--- src/rtl/mmu_fork_buf.sv ---
`default_nettype none
// ============================================================================
// mmu_fork_buf : buffered masked fork, broadcasts each token to its mask set
// Rev 1.0
// ============================================================================
module mmu_fork_buf #(
  parameter int NUM_PORTS = 6,
  parameter int DATA_W    = 32,
  parameter int DEPTH     = 2,
  parameter int CNT_W     = 8
) (
  input  logic                 clk,
  input  logic                 rst,
  input  logic                 i_valid,
  output logic                 o_ready,
  input  logic [DATA_W-1:0]    i_data,
  input  logic [NUM_PORTS-1:0] i_mask,
  output logic [NUM_PORTS-1:0] o_valid,
  input  logic [NUM_PORTS-1:0] i_ready,
  output logic [DATA_W-1:0]    o_data,
  output logic                 o_busy,
  output logic [CNT_W-1:0]     o_drop_cnt
);

  localparam int PTR_W = $clog2(DEPTH);
  localparam logic [PTR_W:0] c_FULL_CNT = (PTR_W+1)'(DEPTH);
  localparam logic [PTR_W:0] c_ONE_CNT  = (PTR_W+1)'(1);

  typedef enum logic [0:0] {
    S_IDLE  = 1'b0,
    S_BCAST = 1'b1
  } state_t;

  logic [NUM_PORTS-1:0] mask_mem_q [DEPTH];
  logic [DATA_W-1:0]    data_mem_q [DEPTH];

  state_t               state_q, state_d;
  logic [PTR_W-1:0]     wr_ptr_q, wr_ptr_d;
  logic [PTR_W-1:0]     rd_ptr_q, rd_ptr_d;
  logic [PTR_W:0]       count_q, count_d;
  logic [NUM_PORTS-1:0] pending_q, pending_d;
  logic [CNT_W-1:0]     drop_q, drop_d;

  logic                 w_accept, w_store, w_drop, w_retire;
  logic [NUM_PORTS-1:0] w_hs;

  assign o_ready    = (count_q != c_FULL_CNT);
  assign o_busy     = (count_q != '0);
  assign o_valid    = (state_q == S_BCAST) ? pending_q : '0;
  assign o_data     = (state_q == S_BCAST) ? data_mem_q[rd_ptr_q] : '0;
  assign o_drop_cnt = drop_q;

  assign w_accept = i_valid & o_ready;
  assign w_store  = w_accept & (|i_mask);
  assign w_drop   = w_accept & ~(|i_mask);
  assign w_hs     = o_valid & i_ready;
  assign w_retire = (state_q == S_BCAST) && ((pending_q & ~w_hs) == '0);

  always_comb begin
    state_d   = state_q;
    pending_d = pending_q & ~w_hs;
    wr_ptr_d  = wr_ptr_q + PTR_W'(w_store);
    rd_ptr_d  = rd_ptr_q + PTR_W'(w_retire);
    count_d   = count_q + (PTR_W+1)'(w_store) - (PTR_W+1)'(w_retire);
    drop_d    = drop_q;
    if (w_drop && (drop_q != '1)) begin
      drop_d = drop_q + CNT_W'(1);
    end
    case (state_q)
      S_IDLE: begin
        // Buffer is empty here, so the token lands at rd_ptr and can launch at once.
        pending_d = '0;
        if (w_store) begin
          pending_d = i_mask;
          state_d   = S_BCAST;
        end
      end
      S_BCAST: begin
        if (w_retire) begin
          if (count_q > c_ONE_CNT) begin
            pending_d = mask_mem_q[rd_ptr_d];
          end else if (w_store) begin
            pending_d = i_mask;
          end else begin
            pending_d = '0;
            state_d   = S_IDLE;
          end
        end
      end
      default: begin
        state_d   = S_IDLE;
        pending_d = '0;
      end
    endcase
  end

  always_ff @(posedge clk or posedge rst) begin
    if (rst) begin
      state_q   <= S_IDLE;
      wr_ptr_q  <= '0;
      rd_ptr_q  <= '0;
      count_q   <= '0;
      pending_q <= '0;
      drop_q    <= '0;
    end else begin
      state_q   <= state_d;
      wr_ptr_q  <= wr_ptr_d;
      rd_ptr_q  <= rd_ptr_d;
      count_q   <= count_d;
      pending_q <= pending_d;
      drop_q    <= drop_d;
    end
  end

  // Storage is not reset: entries are only read while count covers them.
  always_ff @(posedge clk) begin
    if (w_store) begin
      mask_mem_q[wr_ptr_q] <= i_mask;
      data_mem_q[wr_ptr_q] <= i_data;
    end
  end

endmodule
`default_nettype wire

--- config.mk ---
export PLATFORM = sky130hd
export DESIGN_NAME = mmu_fork_buf
export DESIGN_NICKNAME = d
export VERILOG_FILES = /design/src/rtl/mmu_fork_buf.sv
export SDC_FILE = /design/constraint.sdc
export NUM_CORES = 1
export LEC_CHECK = 0
export BUFFER_PORTS_ARGS = -buffer_cell sky130_fd_sc_hd__buf_2
export CELL_PAD_IN_SITES_DETAIL_PLACEMENT = 1
export CELL_PAD_IN_SITES_GLOBAL_PLACEMENT = 2
export CORE_MARGIN = 5
export CORE_UTILIZATION = 39
export CTS_CLUSTER_DIAMETER = 80
export DETAILED_ROUTE_END_ITERATION = 10
export GPL_TIMING_DRIVEN = 0
export PLACE_DENSITY_LB_ADDON = 0.1
export SLEW_MARGIN = 0
export SYNTH_ARGS = -nofsm -noshare
export SYNTH_HDL_FRONTEND = slang
export SYNTH_SLANG_ARGS = --single-unit
--- constraint.sdc ---
create_clock -name clk -period 4.79 [get_ports clk]
set_input_delay 0.2395 -clock clk [delete_from_list [all_inputs] [get_ports clk]]
set_output_delay 0.2395 -clock clk [all_outputs]
set_load 0.05 [all_outputs]
### Word-level counts from Yosys, hierarchy flattened

Memory sizes are Yosys's and may differ from the RTL's.
Cells that the tools add are included.

| storage, ports and cells | value |
|---|---|
| memories | 2 |
| logic and storage cells | 40 |
| output and inout bits | 48 |
| flip-flop bits (word level) | 19 |
| RAM bits | 76 |
| bits of input ports | 47 |

| cells by class | value |
|---|---|
| $lt $le $gt $ge | 1 |
| add/sub/neg operators | 5 |
| multiplexer cells | 11 |
| bitwise logic cells | 8 |
| reduce and logical (&&, ||, !) cells | 5 |
| equality and inequality tests | 2 |

Memories:

| memory | words | bits a word | rd ports | clocked after memory_dff | write ports | RTL line | RTL |
|---|---|---|---|---|---|---|---|
| data_mem_q | 2 | 32 | 1 | 0 | 1 | 35 | `logic [DATA_W-1:0] data_mem_q [DEPTH];` |
| mask_mem_q | 2 | 6 | 1 | 0 | 1 | 34 | `logic [NUM_PORTS-1:0] mask_mem_q [DEPTH];` |

Operator list:

| operator | number |
|---|---|
| 32-bit 2-to-1 mux | 1 |
| 6-bit 2-to-1 mux | 4 |
| 6-bit bitwise AND | 2 |
| 6-bit one-hot mux with 2 select lines | 1 |
| 8-bit by 1-bit adder with 8-bit output (second input constant) | 1 |
| 8-bit != test (second input constant) | 1 |
| 6-bit zero test | 1 |
| 6-bit NOT | 1 |
| 6-bit OR reduction | 1 |
| 1-bit 2-to-1 mux | 4 |
| 1-bit bitwise AND | 3 |
| 1-bit adder | 2 |
| 2-bit by 1-bit adder with 2-bit output | 1 |
| 2-bit by 1-bit greater-than comparator with 1-bit output (second input constant) | 1 |
| 1-bit logical AND | 2 |
| 2-bit != test (second input constant) | 1 |
| 1-bit NOT | 2 |
| 1-bit one-hot mux with 2 select lines | 1 |
| 2-bit nonzero test | 1 |
| 2-bit by 1-bit subtractor with 2-bit output | 1 |

### Longest topological paths before layout

Gate-level depths: netlist of run 1.
An unclocked memory read counts as a cell.

| logic depth | value |
|---|---|
| depth in word-level cells | 11 |
| depth in mapped cells | 10 |
| depth with buffers taken out | 9 |

### Worst setup path before layout of run 1

Ideal clock, no wire load.

| path | value |
|---|---|
| path kind | register to register |
| start point | register count_q[0] |
| end point | memory data_mem_q[1][0] (enable) |
| path buffers | 1 |
| data arrival time | 2435 ps |
| period minus slack after synthesis | 2834 ps |
| setup slack | 1956 ps |
| stages on the path, launching flop included | 6 |
| data required time | 4391 ps |
| setup time | 399 ps |
| cells stage by stage | dfrtp_1 > nand2b_1 > and2_1 > buf_2 > a21boi_1 > ha_1 |

| between the ends | value |
|---|---|
| longest elaborated chain between the ends | 5 |

Ends and longest elaborated chain:

| element | RTL line | RTL |
|---|---|---|
| start, declared | 40 | `logic [PTR_W:0] count_q, count_d;` |
| start signal, assigned | 109 | `count_q <= count_d;` |
| 2-bit != test | 47 | `assign o_ready = (count_q != c_FULL_CNT);` |
| named net o_ready | 15 | `output logic o_ready,` |
| 1-bit bitwise AND | 53 | `assign w_accept = i_valid & o_ready;` |
| 1-bit bitwise AND | 54 | `assign w_store = w_accept & (\|i_mask);` |
| 1-bit 2-to-1 mux | 117 | `if (w_store) begin` |
| 1-bit 2-to-1 mux (implied by the code) | 119 | `data_mem_q[wr_ptr_q] <= i_data;` |
| end, declared | 35 |  |

The timed path passes the listed nets, and every way through them passes these cells.

### Worst setup path in the final report of run 1

| path | value |
|---|---|
| start point | register count_q[1] |
| end point | memory data_mem_q[1][9] (enable) |

| between the ends | value |
|---|---|
| longest elaborated chain between the ends | 5 |

Ends and longest elaborated chain:

| element | RTL line |
|---|---|
| 2-bit != test | 47 |
| 1-bit bitwise AND | 53 |
| 1-bit bitwise AND | 54 |
| 1-bit 2-to-1 mux | 117 |
| 1-bit 2-to-1 mux (implied by the code) | 119 |

Every way passes these cells.

==> flow_metrics.env, run 1 <==
export IMPL_r2r_cells=6
export IMPL_ctsHoldBuffers=0
export IMPL_grt_util_met2_pct=25.0
export IMPL_drive_above_1_share_pct=34.4
export IMPL_fin_skew_ns=0.0113
export IMPL_yosys_warnings=0
export IMPL_crit_fanout=28
export IMPL_end_kind="flip-flop"
export IMPL_post_cts_buffers=0
export IMPL_p_int_w=0.00174
export IMPL_grt_ovfl_total=0
export IMPL_synth_nets=321
export IMPL_grtUsageMet3_pct=2.62
export IMPL_leakage_nw=2.05
export IMPL_synth_compound_area_share_pct=3.79
export IMPL_num_io_pins=95
export IMPL_synth_largest_area_cell="edfxtp_1"
export IMPL_power_frac_seq_pct=36.4
export IMPL_stdcell_count=514
export IMPL_grt_max_degree=29
export IMPL_cts_sinks=95
export IMPL_min_path_type="in2async"
export IMPL_cts_made_buffers=9
export IMPL_core_um2=9860
export IMPL_grt_pass1_vias=2716
export IMPL_tritoncts="done"
export IMPL_powerDensity_nw_per_um2=669
export IMPL_antenna_cells=0
export IMPL_drtIter0Drc=84
export IMPL_die_x_um=111
export IMPL_p_switching_w=0.00149
export IMPL_swShare_pct=46.1
export IMPL_layout_common_cells="buf_2, edfxtp_1, mux2i_1"
export IMPL_startpoint="count_q[1]"
export IMPL_start_util_pct=40.2
export IMPL_finalMaxSlewViolations=0
export IMPL_grt_pass1_wl_um=14000
export IMPL_r2r_slack_ns=2.48
export IMPL_status="finished, final reports clean"
export IMPL_routed_wl_um=8570
export IMPL_wl_per_cell_um=16.7
export IMPL_timing_final_crit_share_pct=48.1
export IMPL_synth_seq_cells=95
export IMPL_endpoint="data_mem_q[1][9]"
export IMPL_rows=36
export IMPL_fin_crit_ns=2.31
export IMPL_clockPowerShare_pct=14.4
export IMPL_arrival_ns=2.35
export IMPL_critPathKind="reg2reg"
export IMPL_h_tree_depth=3
export IMPL_viasPerCell=4.86
export IMPL_grtUsageTotal_pct=14.4
export IMPL_p_comb_share_pct=49.2
export IMPL_synth_top_area_share_pct=57.6
export IMPL_yosysSeqAreaShare_pct=69.6
export IMPL_insertion_delay_ns=0.34
export IMPL_synth_simple_area_share_pct=10.7
export IMPL_timing_rr_end="data_mem_q[1][9]"
export IMPL_cts_resized=0
export IMPL_antenna_left=0
export IMPL_clockBufferDepth=2
export IMPL_tightest_slew_ns=0.767
export IMPL_synth_xor_area_share_pct=2.21
export IMPL_finalHoldViolations=0
export IMPL_finalNetCount=428
export IMPL_antenna_found_initial=0
export IMPL_root_buffer="clkbuf_8"
export IMPL_dieHeight_um=111
export IMPL_startpoint_type="flip-flop"
export IMPL_drc=0
export IMPL_dr_pass1_iters=4
export IMPL_maxCapViolCount=0
export IMPL_place_hpwl_um=6390
export IMPL_tns_ns=0
export IMPL_die_area_um2=12300
export IMPL_syn_to_final_growth_pct=21.6
export IMPL_postSynthAreaPerCell_um2=14.7
export IMPL_grt_setup_unrepaired="no"
export IMPL_synth_area_leaders="edfxtp_1, dfrtp_1, mux2i_1, nor2_1, ha_1"
export IMPL_synth_adder_area_share_pct=1.58
export IMPL_grt_use_met1_pct=17.9
export IMPL_setup_viol=0
export IMPL_syn_area_um2=3960
export IMPL_clk_pin_slew_worst_paths_ns=0.09
export IMPL_max_freq_mhz=434
export IMPL_vias=2500
export IMPL_numPlacedInstances=498
export IMPL_reg2reg_from="count_q[1]"
export IMPL_routabilityCongestion=0.808
export IMPL_synth_cells=269
export IMPL_required_ns=4.83
export IMPL_final_common_cell="buf_2"
export IMPL_synthMuxAreaShare_pct=10.0
export IMPL_slew_headroom_pct=48.8
export IMPL_port_buffers=94
export IMPL_grt_busiest_layer="met2"
export IMPL_synth_cell_types=38
export IMPL_ir_drop_mv=0.269
export IMPL_synth_top_family_by_area="simple AND/OR/NAND/NOR gates"
## sequential cells by signal, summed over array words and instances, names as in the netlist
name,count
o_drop_cnt,8
pending_q,6
wr_ptr_q,1
state_q,1
rd_ptr_q,1
data_mem_q,64
mask_mem_q,12
count_q,2
## metrics by stage
| step | instance area [um2] | worst slack (ns) | util, % | hold WS, ns | total power, W |
|---|---|---|---|---|---|
| global placement | 4600 | 1.54 | 46.6 | 0.421 | 0.00276 |
| CTS | 4820 | 2.43 | 48.9 | 0.0521 | 0.00328 |
| floorplan | 3960 | 1.96 | - | 0.191 | 0.00240 |
| detailed placement | 4650 | 2.45 | 47.1 | 0.430 | 0.00281 |
| global route | 4820 | 2.26 | 48.9 | 0.0576 | 0.00342 |
| finish | 4820 | 2.48 | 48.9 | 0.0155 | 0.00323 |
## power by group through the flow
stage                     clock, W  sequential [W]  combinational, W
after global routing      0.000521         0.00119           0.00170
after CTS                 0.000484         0.00118           0.00161
after global placement           0         0.00120           0.00157
after detailed placement         0         0.00120           0.00161
final                     0.000465         0.00117           0.00159
after floorplan                  0         0.00120           0.00120
## per-layer routing
metal	part of all wire (%)	vias to the layer above
li1	-	1197
met1	43	1236
met2	52	57
met3	4.4	10
met4	1.3	0
met5	0	-
## cell type report
type / count / area, um2
inverter: 9 / 33.8
clock buffer: 11 / 131
buffer: 11 / 48.8
sequential: 95 / 2760
tap: 133 / 166
fill: 1052 / 5040
clock inverter: 5 / 42.5
timing repair buffer: 96 / 510
multi-input combinational: 154 / 1130
## Yosys cell counts, drive strengths merged
cell type / number
or2: 2
o32ai: 1
clkbuf: 3
o21ba: 1
and2: 8
dfrtp: 19
nand4: 6
xor2: 4
nor2b: 4
nand2b: 2
and4: 3
a21oi: 4
nor2: 36
nand3: 4
edfxtp: 76
xnor2: 6
buf: 8
o21ai: 2
ha: 5
mux2: 3
a21o: 3
a31oi: 2
o221ai: 3
mux2i: 36
nand2: 10
a221oi: 1
inv: 9
a21boi: 1
a32oi: 2
nor4: 2
nor3: 3
## logic make-up after synthesis
family                     Yosys count
DFF                                 95
adders and majority gates            5
buffers and inverters               20
xor gates and xnor gates            10
AOI/OAI and AO/OA                   20
and+or+nand+nor                     80
muxes                               39
## critical path: stages, from the launching register on
cell	delay, ns
dfrtp_1	0.40
nand2b_1	0.15
and2_1	0.14
buf_2	0.18
a21boi_1	0.38
ha_2	0.49
buf_12	0.25
## worst min-delay path by stage
stage	depth (start not counted)	from	endpoint	slack, ns
after detailed placement	2	rst	count_q[0]	0.43
after CTS	2	rst	count_q[1]	0.05
final	2	rst	count_q[1]	0.02
after global placement	2	rst	count_q[0]	0.42
after global routing	1	i_data[28]	data_mem_q[0][28]	0.06
after floorplan	1	rst	count_q[0]	0.19
Power figures use the tool's default switching activity.
==> run 2, diff against run 1 <==
--- a/config.mk
+++ b/config.mk
@@ -9,7 +9,7 @@
 export CELL_PAD_IN_SITES_DETAIL_PLACEMENT = 1
 export CELL_PAD_IN_SITES_GLOBAL_PLACEMENT = 2
 export CORE_MARGIN = 5
-export CORE_UTILIZATION = 39
+export CORE_UTILIZATION = 33
 export CTS_CLUSTER_DIAMETER = 80
 export DETAILED_ROUTE_END_ITERATION = 10
 export GPL_TIMING_DRIVEN = 0
==> constraint.sdc (replaced) <==
create_clock -name clk -period 2.1 [get_ports clk]
set_input_delay 0.105 -clock clk [delete_from_list [all_inputs] [get_ports clk]]
set_output_delay 0.105 -clock clk [all_outputs]
set_load 0.05 [all_outputs]
==> run 2 against run 1 <==
Non-clock buffer count up 38. Via count up 6.3%. Largest power group unchanged. First-iteration DRC count up 14%. Die area up 16%.
==> flow_metrics.env, run 2 (synthesis results as in run 1) <==
export IMPL_startpoint_type="flip-flop"
export IMPL_num_io_pins=95
export IMPL_finalNetCount=466
export IMPL_powerDensity_nw_per_um2=1500
export IMPL_place_hpwl_um=6180
export IMPL_critPathKind="reg2reg"
export IMPL_max_flop_register="data_mem_q"
export IMPL_ir_drop_mv=0.607
export IMPL_end_kind="flip-flop"
export IMPL_p_switching_w=0.00356
export IMPL_tns_ns=0
export IMPL_rows=40
export IMPL_dieHeight_um=120
export IMPL_die_x_um=120
export IMPL_dpl_cell_area_um2=4650
export IMPL_wl_per_cell_um=16.7
export IMPL_start_util_pct=33.3
export IMPL_cts_sinks=95
export IMPL_clockPowerShare_pct=18.3
export IMPL_grt_pass1_wl_um=14500
export IMPL_setup_viol=0
export IMPL_dr_pass1_iters=5
export IMPL_fin_crit_ns=2.00
export IMPL_viasPerCell=4.70
export IMPL_drive_above_1_share_pct=34.4
export IMPL_leakage_nw=2.28
export IMPL_core_um2=11900
export IMPL_port_buffers=94
export IMPL_final_common_cell="buf_2"
export IMPL_largest_register_ffs=64
export IMPL_maxCapViolCount=0
export IMPL_clockBufferDepth=2
export IMPL_tightest_slew_ns=0.791
export IMPL_antenna_left=0
export IMPL_required_ns=2.30
export IMPL_dp_slack_ns=-0.138
export IMPL_grt_pass1_vias=2882
export IMPL_root_buffer="clkbuf_16"
export IMPL_antenna_found_initial=0
export IMPL_tritoncts="done"
export IMPL_p_comb_share_pct=48.5
export IMPL_layout_common_cells="buf_2, edfxtp_1, mux2i_1"
export IMPL_design_area_um2=5380
export IMPL_grt_ovfl_total=0
export IMPL_routabilityCongestion=0.776
export IMPL_clk_pin_slew_worst_paths_ns=0.06
export IMPL_h_tree_depth=3
export IMPL_status="finished, final reports clean"
export IMPL_fin_skew_ns=0.00390
export IMPL_vias=2658
export IMPL_power_frac_seq_pct=33.2
export IMPL_swShare_pct=44.0
export IMPL_final_util_pct=45.2
export IMPL_die_area_um2=14300
export IMPL_antenna_cells=0
export IMPL_finalHoldViolations=0
export IMPL_grt_setup_unrepaired="yes"
export IMPL_grtUsageTotal_pct=13.1
export IMPL_insertion_delay_ns=0.33
export IMPL_p_int_w=0.00453
export IMPL_drc=0
export IMPL_arrival_ns=2.20
export IMPL_layout_setup_ws_ns=0.0998
export IMPL_timing_final_crit_share_pct=95.2
export IMPL_min_path_type="in2reg"
export IMPL_grt_max_degree=39
export IMPL_fill_cells=1245
export IMPL_syn_to_final_growth_pct=35.8
export IMPL_routed_wl_um=9440
export IMPL_cts_made_buffers=9
export IMPL_crit_fanout=7
export IMPL_max_freq_mhz=500
export IMPL_finalMaxSlewViolations=0
export IMPL_drtIter0Drc=96
export IMPL_slew_headroom_pct=47.2
-- run 2: final timing paths --
kind / startpoint / endpoint / slack, ns / cells past startpoint
worst max-delay path: count_q[1] / count_q[1] / 0.1 / 10
worst min-delay path: i_mask[4] / mask_mem_q[1][4] / 0.02 / 1
worst max register to register: count_q[1] / count_q[1] / 0.1 / 10
worst min register to register: o_drop_cnt[5] / o_drop_cnt[5] / 0.48 / 1
max in group asynchronous: rst / o_drop_cnt[6] / 1.15 / 3
min in group asynchronous: rst / pending_q[0] / 0.46 / 3
-- run 2: worst max-delay path, cell delays in order, from the launching register on --
cell,delay [ns]
dfrtp_1,0.42
nand2b_4,0.11
and2_1,0.14
buf_6,0.13
a21boi_4,0.29
inv_2,0.05
ha_1,0.27
inv_1,0.04
ha_2,0.17
xnor2_2,0.13
xnor2_1,0.12
-- run 2: area by class of cell --
type | instances | area, um2 | share of cell area (%)
inverter | 9 | 33.8 | 0.628
sequential | 95 | 2760 | 51.2
clock inverter | 5 | 35.0 | 0.651
multi-input combinational | 154 | 1180 | 21.9
timing repair buffer | 134 | 893 | 16.6
buffer | 11 | 68.8 | 1.28
tap | 147 | 184 | 3.42
clock buffer | 11 | 233 | 4.32
-- run 2: layer usage --
metal / vias to the layer above / wire length, um / track usage, %
li1: 1276 / - / -
met1: 1312 / 4280 / 16.2
met5: - / 0 / 0
met3: 8 / 428 / 2.78
met4: 0 / 115 / 5.15
met2: 62 / 4610 / 22.2
-- run 2: timing repair --
item	CTS	global route
resized for setup	4	10
hold buffers	33	0
endpoints found under the hold margin	83	0
setup buffers	1	6
setup endpoints to repair	79	106
pin swaps	1	0
-- run 2: per-stage QoR --
stage | hold slack, ns | std cells | power [W]
2_1_floorplan | 0.0561 | 269 | 0.00552
3_3_place_gp | 0.293 | 510 | 0.00639
3_5_place_dp | 0.299 | 510 | 0.00644
4_1_cts | 0.00809 | 560 | 0.00804
5_1_grt | 0.0184 | 566 | 0.00853
6_report | 0.0217 | 566 | 0.00809
-- run 2: power groups by stage --
| stage | Clock (W) | Sequential, W | Combinational (W) |
|---|---|---|---|
| 2_1_floorplan | 0 | 0.00273 | 0.00279 |
| 3_3_place_gp | 0 | 0.00272 | 0.00367 |
| 3_5_place_dp | 0 | 0.00274 | 0.00370 |
| 4_1_cts | 0.00153 | 0.00270 | 0.00381 |
| 5_1_grt | 0.00160 | 0.00273 | 0.00420 |
| 6_report | 0.00148 | 0.00269 | 0.00392 |
==> run 3, diff against run 2 <==
--- a/config.mk
+++ b/config.mk
@@ -9,7 +9,7 @@
 export CELL_PAD_IN_SITES_DETAIL_PLACEMENT = 1
 export CELL_PAD_IN_SITES_GLOBAL_PLACEMENT = 2
 export CORE_MARGIN = 5
-export CORE_UTILIZATION = 33
+export CORE_UTILIZATION = 25
 export CTS_CLUSTER_DIAMETER = 80
 export DETAILED_ROUTE_END_ITERATION = 10
 export GPL_TIMING_DRIVEN = 0
==> run 3 against run 2 <==
Worst setup slack got worse by 0.022 ns. Maximum frequency is 1.1% lower. Cell count up 12%. Combinational power shrank 1%. Global-route usage is 1.7 points lower. Sequential share of layout area is 0.79 points lower. Sequential cell count stayed put. Critical path depth down 1. Clock power increased by 3%. Die area increased by 29%. Cell area increased by 1.6%. Largest power group unchanged. Highest routed layer is now met5.
==> flow_metrics.env, run 3 (synthesis results as in run 1) <==
export IMPL_status="finished, final reports clean"
export IMPL_timing_rr_end="count_q[1]"
export IMPL_antenna_left=0
export IMPL_place_hpwl_um=6780
export IMPL_finalMaxSlewViolations=0
export IMPL_crit_chain="nor2b_1 > a221oi_2 > nand4_1 > inv_1 > ha_1 > inv_1 > ha_1 > xnor2_1 > xnor2_1"
export IMPL_final_common_cell="buf_2"
export IMPL_timing_final_crit_share_pct=96.3
export IMPL_grt_max_degree=20
export IMPL_final_util_pct=34.8
export IMPL_rows=46
export IMPL_setup_viol=0
export IMPL_slew_headroom_pct=45.2
export IMPL_insertion_delay_ns=0.34
export IMPL_clockBufferDepth=2
export IMPL_reg2reg_from="pending_q[2]"
export IMPL_min_path_type="in2reg"
export IMPL_report_power_total_w=0.00809
export IMPL_required_ns=2.31
export IMPL_finalHoldViolations=0
export IMPL_routed_wl_um=10100
export IMPL_tritoncts="done"
export IMPL_clk_pin_slew_worst_paths_ns=0.07
export IMPL_arrival_ns=2.23
export IMPL_tns_ns=0
export IMPL_num_io_pins=95
export IMPL_drtIter0Drc=100
export IMPL_multiInputGateArea_um2=1170
export IMPL_grt_setup_unrepaired="yes"
export IMPL_start_util_pct=25.2
export IMPL_h_tree_depth=3
export IMPL_min_path_cells=1
export IMPL_fin_skew_ns=0.00512
export IMPL_vias=2663
export IMPL_grt_ovfl_total=0
export IMPL_crit_fanout=5
export IMPL_startpoint_type="flip-flop"
export IMPL_p_int_w=0.00450
export IMPL_r2r_cells=9
export IMPL_grtUsageTotal_pct=11.3
export IMPL_slowest_delay_ns=0.37
export IMPL_slowest_stage="dfrtp_1"
export IMPL_wl_per_cell_um=15.9
export IMPL_syn_to_final_growth_pct=37.9
export IMPL_p_switching_w=0.00358
export IMPL_min_to="mask_mem_q[1][5]"
export IMPL_dpl_cell_area_um2=4740
export IMPL_p_comb_share_pct=48.0
export IMPL_clockPowerShare_pct=18.8
export IMPL_cp_top_family="simple AND/OR/NAND/NOR gates"
export IMPL_design_area_um2=5470
export IMPL_fin_crit_ns=2.02
export IMPL_die_x_um=136
export IMPL_ir_drop_mv=0.425
export IMPL_die_area_um2=18500
export IMPL_dr_pass1_iters=4
export IMPL_viasPerCell=4.20
export IMPL_routabilityCongestion=0.749
export IMPL_cts_made_buffers=9
export IMPL_grt_pass1_wl_um=15900
export IMPL_regArea_um2=2760
export IMPL_port_buffers=94
export IMPL_cts_sinks=95
export IMPL_tightest_slew_ns=0.821
export IMPL_drc=0
export IMPL_drive_above_1_share_pct=34.0
export IMPL_grt_pass1_vias=2936
export IMPL_dieHeight_um=136
export IMPL_antenna_cells=0
export IMPL_powerDensity_nw_per_um2=1480
export IMPL_max_freq_mhz=494
export IMPL_stdcell_count=634
export IMPL_layout_common_cells="buf_2, edfxtp_1, mux2i_1"
export IMPL_largest_register_ffs=64
export IMPL_startpoint="pending_q[2]"
export IMPL_fill_cells=1717
export IMPL_power_frac_seq_pct=33.2
export IMPL_critPathKind="reg2reg"
export IMPL_hp_start="i_mask[5]"
export IMPL_core_um2=15700
export IMPL_root_buffer="clkbuf_16"
export IMPL_maxCapViolCount=0
export IMPL_max_flop_register="data_mem_q"
export IMPL_antenna_found_initial=1
export IMPL_leakage_nw=2.30
export IMPL_end_kind="flip-flop"
export IMPL_swShare_pct=44.3
export IMPL_numPlacedInstances=579
export IMPL_r2r_slack_ns=0.08
export IMPL_finalNetCount=465
export IMPL_crit_buf_inv=2
[run 3: cell count changes in the layout (fill, tap and decap cells not counted), sizes merged]
| cell | change |
|---|---|
| clkbuf | -6 |
| clkinv | +4 |
| buf | +3 |
| clkinvlp | -3 |
| inv | +1 |
[run 3: power groups by stage]
stage                     logic (W)  registers [W]  clock network, W
after floorplan             0.00279        0.00273                 0
after global placement      0.00374        0.00273                 0
after detailed placement    0.00374        0.00274                 0
after CTS                   0.00396        0.00270           0.00158
after global routing        0.00421        0.00274           0.00166
final                       0.00388        0.00269           0.00152
[run 3: worst max-delay path by stage]
| stage | to | cells after the start |
|---|---|---|
| floorplan | count_q[1] | 10 |
| global placement | data_mem_q[1][17] | 5 |
| detailed placement | count_q[1] | 9 |
| CTS | count_q[1] | 10 |
| global route | count_q[1] | 9 |
| finish | count_q[1] | 9 |
[run 3: layout make-up]
cell class | instances | share of cell area, %
multi-input combinational | 154 | 21.4
tap | 216 | 4.94
sequential | 95 | 50.4
inverter | 9 | 0.618
buffer | 11 | 1.19
timing repair buffer | 133 | 16.4
clock inverter | 7 | 0.893
clock buffer | 9 | 4.12
[run 3: timing repair]
| action | 4_1_cts | 5_1_grt |
|---|---|---|
| setup buffers | 5 | 1 |
| setup endpoints to repair | 107 | 21 |
| gates resized for setup | 7 | 3 |
| hold buffers | 33 | 0 |
| pin swaps | 2 | 0 |
| hold endpoints to repair | 83 | 0 |
[run 3: through the flow]
step / hold WS, ns / worst slack [ns]
floorplan: 0.0561 / 0.0363
global placement: 0.295 / -0.174
detailed placement: 0.297 / -0.174
CTS: 0.00320 / 0.00807
global route: 0.00752 / -0.0363
finish: 0.0230 / 0.0774
[run 3: metal layers]
| layer | vias to the layer above | global-route usage [%] | wire length, um |
|---|---|---|---|
| met3 | 13 | 2.29 | 448 |
| li1 | 1278 | - | - |
| met5 | - | 0 | 13 |
| met2 | 63 | 18.3 | 4700 |
| met4 | 2 | 4.37 | 166 |
| met1 | 1307 | 15.0 | 4740 |
[run 3: worst reg2reg max path, cell delays in order (launching register included)]
cell	delay [ns]
dfrtp_1	0.37
nor2b_1	0.19
a221oi_2	0.37
nand4_1	0.23
inv_1	0.10
ha_1	0.22
inv_1	0.05
ha_1	0.14
xnor2_1	0.13
xnor2_1	0.08
